**src/rtl/fir_mac_ctrl_nbank.sv**
```systemverilog
// Control FSM for the multi-bank FIR MAC: routes coefficient writes into NUM_BANK RAMs and
// sequences row reads, MAC enables, final sum and output strobe for every accepted sample.
`timescale 1ns/1ps
module fir_mac_ctrl_nbank #(
  parameter int NUM_BANK = 4,
  parameter int ADDR_W   = 4,
  parameter int DATA_W   = 16,
  parameter int CNT_W    = 6
) (
  input  logic                         iClk12M,
  input  logic                         iRsn,
  input  logic                         iEnSample600k,
  input  logic                         iCoeffUpdateFlag,
  input  logic [CNT_W-1:0]             iAddrRam,
  input  logic [DATA_W-1:0]            iWrDtRam,
  input  logic [CNT_W-1:0]             iNumOfCoeff,
  output logic [NUM_BANK-1:0]          oCsnRam,
  output logic [NUM_BANK-1:0]          oWrnRam,
  output logic [NUM_BANK*ADDR_W-1:0]   oAddrRam,
  output logic [NUM_BANK*DATA_W-1:0]   oWrDtRam,
  output logic [NUM_BANK-1:0]          oEnMul,
  output logic [NUM_BANK-1:0]          oEnAcc,
  output logic                         oEnAdd,
  output logic                         oEnDelay,
  output logic                         oEnSum,
  output logic                         oOutValid,
  output logic                         oBusy,
  output logic                         oOverrun
);

  localparam int BANK_W = $clog2(NUM_BANK);
  localparam int NW     = CNT_W + 1;
  localparam logic [NW-1:0] N_MAX = NW'(NUM_BANK * (2**ADDR_W));

  typedef enum logic [2:0] {
    S_IDLE, S_COEFFWR, S_WREND, S_FETCH, S_LOOP, S_FLUSH, S_SUM, S_OUTPUT
  } state_t;

  state_t              state_q, state_d;
  logic [ADDR_W-1:0]   row_q, row_d;
  logic [NW-1:0]       n_q, n_d;
  logic                pend_q, pend_d;
  logic                ovr_q, ovr_d;
  logic                flag_q;

  logic [NW-1:0]       n_clamp;
  logic [NW-1:0]       rows;
  logic                busy;
  logic                flag_rise;
  logic                last_row;

  // N needs one bit more than CNT_W so the full-depth tap count is representable.
  assign n_clamp   = (NW'(iNumOfCoeff) > N_MAX) ? N_MAX : NW'(iNumOfCoeff);
  assign rows      = (n_q + NW'(NUM_BANK - 1)) >> BANK_W;
  assign busy      = state_q inside {S_FETCH, S_LOOP, S_FLUSH, S_SUM, S_OUTPUT};
  assign flag_rise = iCoeffUpdateFlag & ~flag_q;
  assign last_row  = (NW'(row_q) + NW'(1)) == rows;

  always_ff @(posedge iClk12M or negedge iRsn) begin
    if (!iRsn) begin
      state_q <= S_IDLE;
      row_q   <= '0;
      n_q     <= '0;
      pend_q  <= 1'b0;
      ovr_q   <= 1'b0;
      flag_q  <= 1'b0;
    end else begin
      state_q <= state_d;
      row_q   <= row_d;
      n_q     <= n_d;
      pend_q  <= pend_d;
      ovr_q   <= ovr_d;
      flag_q  <= iCoeffUpdateFlag;
    end
  end

  always_comb begin
    state_d = state_q;
    row_d   = row_q;
    n_d     = n_q;
    pend_d  = pend_q;
    ovr_d   = 1'b0;
    case (state_q)
      S_IDLE, S_WREND: begin
        if (iCoeffUpdateFlag) begin
          state_d = S_COEFFWR;
          n_d     = n_clamp;
          ovr_d   = iEnSample600k;
        end else if (iEnSample600k) begin
          state_d = S_FETCH;
        end
      end
      S_COEFFWR: begin
        ovr_d = iEnSample600k;
        if (!iCoeffUpdateFlag) state_d = S_WREND;
      end
      S_FETCH: begin
        row_d   = '0;
        state_d = (rows == '0) ? S_FLUSH : S_LOOP;
      end
      S_LOOP: begin
        row_d = row_q + ADDR_W'(1);
        if (last_row) state_d = S_FLUSH;
      end
      S_FLUSH: state_d = S_SUM;
      S_SUM:   state_d = S_OUTPUT;
      S_OUTPUT: begin
        pend_d = 1'b0;
        if (iCoeffUpdateFlag && (pend_q || flag_rise)) begin
          state_d = S_COEFFWR;
          n_d     = n_clamp;
        end else begin
          state_d = S_IDLE;
        end
      end
      default: state_d = S_IDLE;
    endcase
    if (busy && iEnSample600k) ovr_d = 1'b1;
    if (busy && flag_rise && (state_q != S_OUTPUT)) pend_d = 1'b1;
  end

  always_comb begin
    oCsnRam   = '1;
    oWrnRam   = '1;
    oAddrRam  = '0;
    oWrDtRam  = '0;
    oEnMul    = '0;
    oEnAdd    = 1'b0;
    oEnDelay  = 1'b0;
    oEnSum    = 1'b0;
    oOutValid = 1'b0;
    oBusy     = busy;
    case (state_q)
      S_COEFFWR: begin
        // The cycle in which the host drops the flag carries no valid word, so it is not written.
        if (iCoeffUpdateFlag) begin
          for (int b = 0; b < NUM_BANK; b++) begin
            if (BANK_W'(b) == iAddrRam[BANK_W-1:0]) begin
              oCsnRam[b]                     = 1'b0;
              oWrnRam[b]                     = 1'b0;
              oAddrRam[b*ADDR_W +: ADDR_W]   = iAddrRam[BANK_W +: ADDR_W];
              oWrDtRam[b*DATA_W +: DATA_W]   = iWrDtRam;
            end
          end
        end
      end
      S_LOOP: begin
        oCsnRam = '0;
        oEnAdd  = (row_q == '0);
        for (int b = 0; b < NUM_BANK; b++) begin
          oAddrRam[b*ADDR_W +: ADDR_W] = row_q;
          if (((NW'(row_q) << BANK_W) + NW'(b)) < n_q) oEnMul[b] = 1'b1;
        end
      end
      S_FETCH:  oEnDelay  = 1'b1;
      S_SUM:    oEnSum    = 1'b1;
      S_OUTPUT: oOutValid = 1'b1;
      default: ;
    endcase
  end

  assign oEnAcc   = oEnMul;
  assign oOverrun = ovr_q;

endmodule

```
**config.mk**
```make
export PLATFORM = sky130hd
export DESIGN_NAME = fir_mac_ctrl_nbank
export DESIGN_NICKNAME = d
export VERILOG_FILES = /design/src/rtl/fir_mac_ctrl_nbank.sv
export SDC_FILE = /design/constraint.sdc
export NUM_CORES = 1
export LEC_CHECK = 0
export CORE_MARGIN = 1
export CORE_UTILIZATION = 35
export CTS_CLUSTER_SIZE = 28
export DETAILED_ROUTE_END_ITERATION = 8
export PLACE_DENSITY = 0.84
export SETUP_SLACK_MARGIN = 0.5
export SYNTH_ARGS = -nofsm -noshare
export SYNTH_HDL_FRONTEND = slang
export SYNTH_SLANG_ARGS = --single-unit
```
**constraint.sdc**
```tcl
create_clock -name iClk12M -period 2.1 [get_ports iClk12M]
set_input_delay 0.21 -clock iClk12M [delete_from_list [all_inputs] [get_ports iClk12M]]
set_output_delay 0.21 -clock iClk12M [all_outputs]
set_load 0.005 [all_outputs]
```
### Word-level counts from Yosys, hierarchy flattened

Cells that the tools add are included.

| cells by class | value |
|---|---|
| add/subtract/negate cells | 6 |
| magnitude comparators | 5 |
| eq/ne operators | 17 |
| multiplexer cells | 45 |
| bitwise operators | 2 |
| reduce and logical (&&, ||, !) cells | 16 |

Operator list:

| kind | count |
|---|---|
| 2-to-1 mux 64 bit | 2 |
| 2-to-1 mux 16 bit | 5 |
| case mux 16 bit (2 select lines) | 1 |
| 2-to-1 mux 4 bit | 7 |
| less-than comparator 7 bit | 3 |
| 2-to-1 mux 7 bit | 3 |
| case mux 3 bit (7 select lines) | 1 |
| 2-to-1 mux 1 bit | 18 |
| case mux 4 bit (2 select lines) | 2 |
| adder 6 x 2 -> 7 bit (second input constant) | 2 |
| case mux 7 bit (2 select lines) | 1 |
| == test 3 bit (second input constant) | 4 |
| 2-to-1 mux 3 bit | 4 |
| adder 6 x 1 -> 7 bit (second input constant) | 1 |
| adder 7 x 2 -> 7 bit (second input constant) | 1 |
| greater-than comparator 6 x 7 -> 1 bit (second input constant) | 1 |
| logical NOT 7 bit | 1 |
| less-than comparator 6 x 7 -> 1 bit | 1 |
| == test 3 x 2 -> 1 bit (second input constant) | 2 |
| inequality test 2 bit (second input constant) | 3 |
| inequality test 3 bit (second input constant) | 2 |
| AND reduction 3 bit | 2 |
| nonzero test 2 bit | 3 |
| adder 4 x 1 -> 5 bit (second input constant) | 1 |
| 16 further kinds | 20 |

| storage, ports and cells | value |
|---|---|
| register bits | 17 |
| input bits | 32 |
| word-level logic and storage cells | 97 |

### Logic depth before layout (Yosys ltp)

| depth | value |
|---|---|
| word-level depth | 6 |
| depth in mapped cells | 7 |
| gate-level depth less buffers | 6 |

### Least setup slack after synthesis

Ideal clock, no wire load.

| timing path | value |
|---|---|
| kind | register to output |
| from | register n_q[4] |
| to | output oEnMul[0] |
| arrival | 1.530 ns |
| data required time | 1.890 ns |
| slack | 0.360 ns |
| stages on the path, launching flop included | 7 |
| cell sequence | dfrtp_1 inv_1 ha_1 a21o_1 a211oi_1 o21a_1 buf_4 |

| between the ends | value |
|---|---|
| longest elaborated chain between the ends | 3 |

RTL lines:

| what | line | source |
|---|---|---|
| start, declared | 41 | `logic [NW-1:0] n_q, n_d;` |
| start signal, assigned | 70 | `n_q <= n_d;` |
| less-than comparator 6 x 7 -> 1 bit | 152 | `if (((NW'(row_q) << BANK_W) + NW'(b)) < n_q) oEnMul[b] = 1'b1;` |
| 2-to-1 mux 1 bit | 152 |  |
| 2-to-1 mux 4 bit | 133 | `case (state_q)` |
| end, declared | 21 | `output logic [NUM_BANK-1:0] oEnMul,` |

No other way between the ends.

### Final worst setup path

| timing path | value |
|---|---|
| from | register state_q[1] |
| to | output oAddrRam[4] |

| between the ends | value |
|---|---|
| longest elaborated chain between the ends | 2 |
| elaborated cells on any way between the ends | 3 |
| classes of those cells | 2 x eq/ne; 1 x mux |

RTL lines:

| what | line | source |
|---|---|---|
| start, declared | 39 | `state_t state_q, state_d;` |
| start signal, assigned | 68 | `state_q <= state_d;` |
| == test 3 bit / == test 3 x 1 -> 1 bit (equally long branches) | 133 |  |
| case mux 16 bit (2 select lines) (*) | 133 |  |
| end, declared | 19 | `output logic [NUM_BANK*ADDR_W-1:0] oAddrRam,` |

Every way passes the cells marked *; elsewhere a longest branch is shown, timed or not.

==> flow_summary.yaml <==
placement:
  portBuffers: 133
  dpl.cell_count: 455
  place_congestion: 0.9141
  post-dp-hpwl_um: 5450
worst_setup_path:
  crit_path_end_kind: "output port"
  crit_end: "oAddrRam[4]"
  r2r-end: "state_q[0]"
  worst_r2r_path_depth: 9
  max_stage_delay_ps: 440
  cp.required_ps: 1890
  slowest_stage: "dfrtp_1"
  startpoint: "state_q[1]"
  crit_chain: "and4bb_1 > nand2_1 > nor2_2 > buf_4 > buf_6 > buf_6 > buf_6 > nand2_2 > a21oi_2 > buf_2"
  start_kind: "flop"
  cp.depth: 10
  cp_num_buf_inv: 5
  crit_type: "flop to output port"
  crit_fanout: 4
  arrival_ps: 2310
  crit_family: "simple AND/OR/NAND/NOR gates"
  r2r_slack_ps: 120
  reg2reg_from: "state_q[1]"
  crit_path_frequent_cell: "buf_6"
synthesis:
  synthTopCellsByCount: "and2_1, nand2_1, and3_1"
  yosysWarnings: 0
  yosys.area.top_type_share_pct: 21.78
  yosysMostFrequentCell: "and2_1"
  netlist_area_mm2: 0.001838
  synth_ff_type: "dfrtp_1"
  syn_area_per_cell_um2: 7.352
  synth_cell_type_count: 44
  ys_seq_elements: 16
  synthTopCellsByArea: "dfrtp_1, and2_1, and3_1"
  ys_seq_area_share_pct: 21.78
  syn_nets: 289
  yosys.area.top_type: "dfrtp_1"
  synth_cells: 250
  synth_edf_count: 0
  async_flop_share_pct: 100.0
drt:
  wl_um: 14300
  dr_total_vias: 3323
  final_antenna_net_count: 0
  firstDrtPassIters: 5
  drt_iter0_drc: 302
  drc: 0
  vias_per_cell: 6.120
  wire_per_inst_um: 26.34
floorplan:
  core.rowCount: 26
  start_util_pct: 36.22
  die_area_mm2: 0.005545
  core_area_mm2: 0.005075
  die_h_um: 74.47
  io_pins: 134
  die_x_um: 74.47
clock_network:
  insertion_delay_ps: 260
  tritoncts: "yes"
  cts-buffers-inserted: 3
  clock_sinks: 16
  cts-root-buf: "clkbuf_8"
  cts.htree.levels: 1
  clockBufferDepth: 2
  clk_pin_slew_worst_paths_ps: 70
power:
  switchingPower_mw: 1.932
  clkPwrFrac_pct: 7.2
  switching_share_pct: 47.61
  peakVddDrop_uv: 891.2
  power-per-cell-area_mw_per_mm2: 891.1
  p_leak_nw: 2.312
  power_mw: 4.057
  intPower_mw: 2.126
  p_seq_share_pct: 14.9
  combPwrFrac_pct: 77.9
hold_path:
  hp-class: "input port to flop"
global_route:
  grt_start_max_net_pins: 22
  first_global_vias: 2505
  antenna_found_initial: 1
  grt_overflow: 0
  grt_usage_pct: 31.04
  busiest_layer: "met2"
  use_met3_pct: 5.285
  grt_pass1_wl_um: 12890
  grt_util_met1_pct: 37.35
  met2_usage_pct: 53.85
final_layout:
  nFillCells: 183
  stdcell_count: 543
  final_nets: 513
  syn2layout_area_growth_pct: 147.7
  layout-drive-gt1-share_pct: 67.65
  n_antenna_cell: 0
timing:
  tightest_slew_ps: 754.6
  tns_ps: -9923
  period_share_pct: 119.9
  hold_viol_final: 0
  maxSlewViolCount: 0
  relSlewSlack_pct: 49.54
  holdWs_ps: 313.6
  layout_min_cycle_time_ps: 2518
  finalSetupViolations: 73
  fin_skew_ps: 4.842
  layout_setup_ws_ps: -417.8
  rsz0062_at_grt: "yes"
  fmax_ghz: 0.3972
job:
  cap_violations: 0
status:
  status: "finished, violations left"
  violations: "setup timing"
-- cells in the final DEF (no fill, tap or decap), drive strengths merged, types with 2 or more instances in the layout --
cell type and n:
o211ai 2, o21ai 10, o21a 4, buf 202, nor2 15, ha 7
nor4b 2, clkbuf 8, mux2 6, and3 17, nand2b 2, nand4 2
o22ai 2, nor2b 3, inv 15, nand2 26, a22o 5, dfrtp 16
and2b 6, clkdlybuf4s50 31, xnor2 4, nand3 4, and2 49, a31oi 3
nor3 2, a21oi 15
-- worst min-delay path by stage --
stage | depth (start not counted) | start | to
6_report | 2 | iCoeffUpdateFlag | flag_q
5_1_grt | 2 | iCoeffUpdateFlag | flag_q
4_1_cts | 1 | iRsn | n_q[5]
3_5_place_dp | 2 | pend_q | pend_q
3_3_place_gp | 2 | pend_q | pend_q
2_1_floorplan | 0 | iRsn | flag_q
-- per-layer routing --
layer	routed length, µm	share of wire (%)
met4	1346	9.4
met1	4706	33
met2	6280	44
met3	1907	13
met5	60	0.42
-- worst register-to-register path, cell delays in order, from the launching register on --
cell	delay (ps)
dfrtp_1	440
buf_4	190
buf_4	130
buf_6	120
buf_8	130
buf_4	130
and2b_2	280
buf_6	160
o211ai_1	110
and4_1	170
-- kinds of logic after synthesis --
kind of cell | count (synthesis) | synth area share, %
AND/OR/NAND/NOR | 130 | 39.69
buffers and inverters | 38 | 10.28
XOR/XNOR | 6 | 3.608
AO/OA/AOI/OAI | 46 | 15.66
flip-flops | 16 | 21.78
multiplexers | 7 | 4.220
adder cells (fa/ha/maj) | 7 | 4.765
-- flip-flops by register name, summed over array words and instances (netlist names) --
register	flops
pend_q	1
row_q	4
flag_q	1
oOverrun	1
state_q	3
n_q	6
-- final cells by class --
type / count / area [µm²] / area share, %
timing repair buffer: 238 / 2242 / 49.24
multi-input combinational: 200 / 1708 / 37.51
sequential: 16 / 401.6 / 8.821
tap: 70 / 87.58 / 1.924
inverter: 15 / 58.81 / 1.292
clock buffer: 4 / 55.05 / 1.209
-- power groups by stage --
stage | clock, mW | combinational (mW) | sequential, mW
finish | 0.292 | 3.16 | 0.604
global route | 0.300 | 3.31 | 0.605
CTS | 0.277 | 2.18 | 0.562
detailed placement | 0 | 1.98 | 0.576
global placement | 0 | 1.92 | 0.567
floorplan | 0 | 1.15 | 0.548
-- repair_timing --
item	4_1_cts	5_1_grt
hold buffers	0	0
cloned	5	2
resized for setup	391	237
endpoints found under the setup margin	102	111
setup buffers	47	30
pin swaps	20	20
-- per-stage QoR --
stage          worst slack, ps  cell area [µm²]  util (%)
4_1_cts                 -114.1             3781     74.51
3_3_place_gp            -237.2             3354     66.10
2_1_floorplan            499.7             1856         -
3_5_place_dp            -290.6             3354     66.10
5_1_grt                 -491.2             4553     89.72
6_report                -417.8             4553     89.72
No activity file was read; power rests on OpenSTA's default activity.
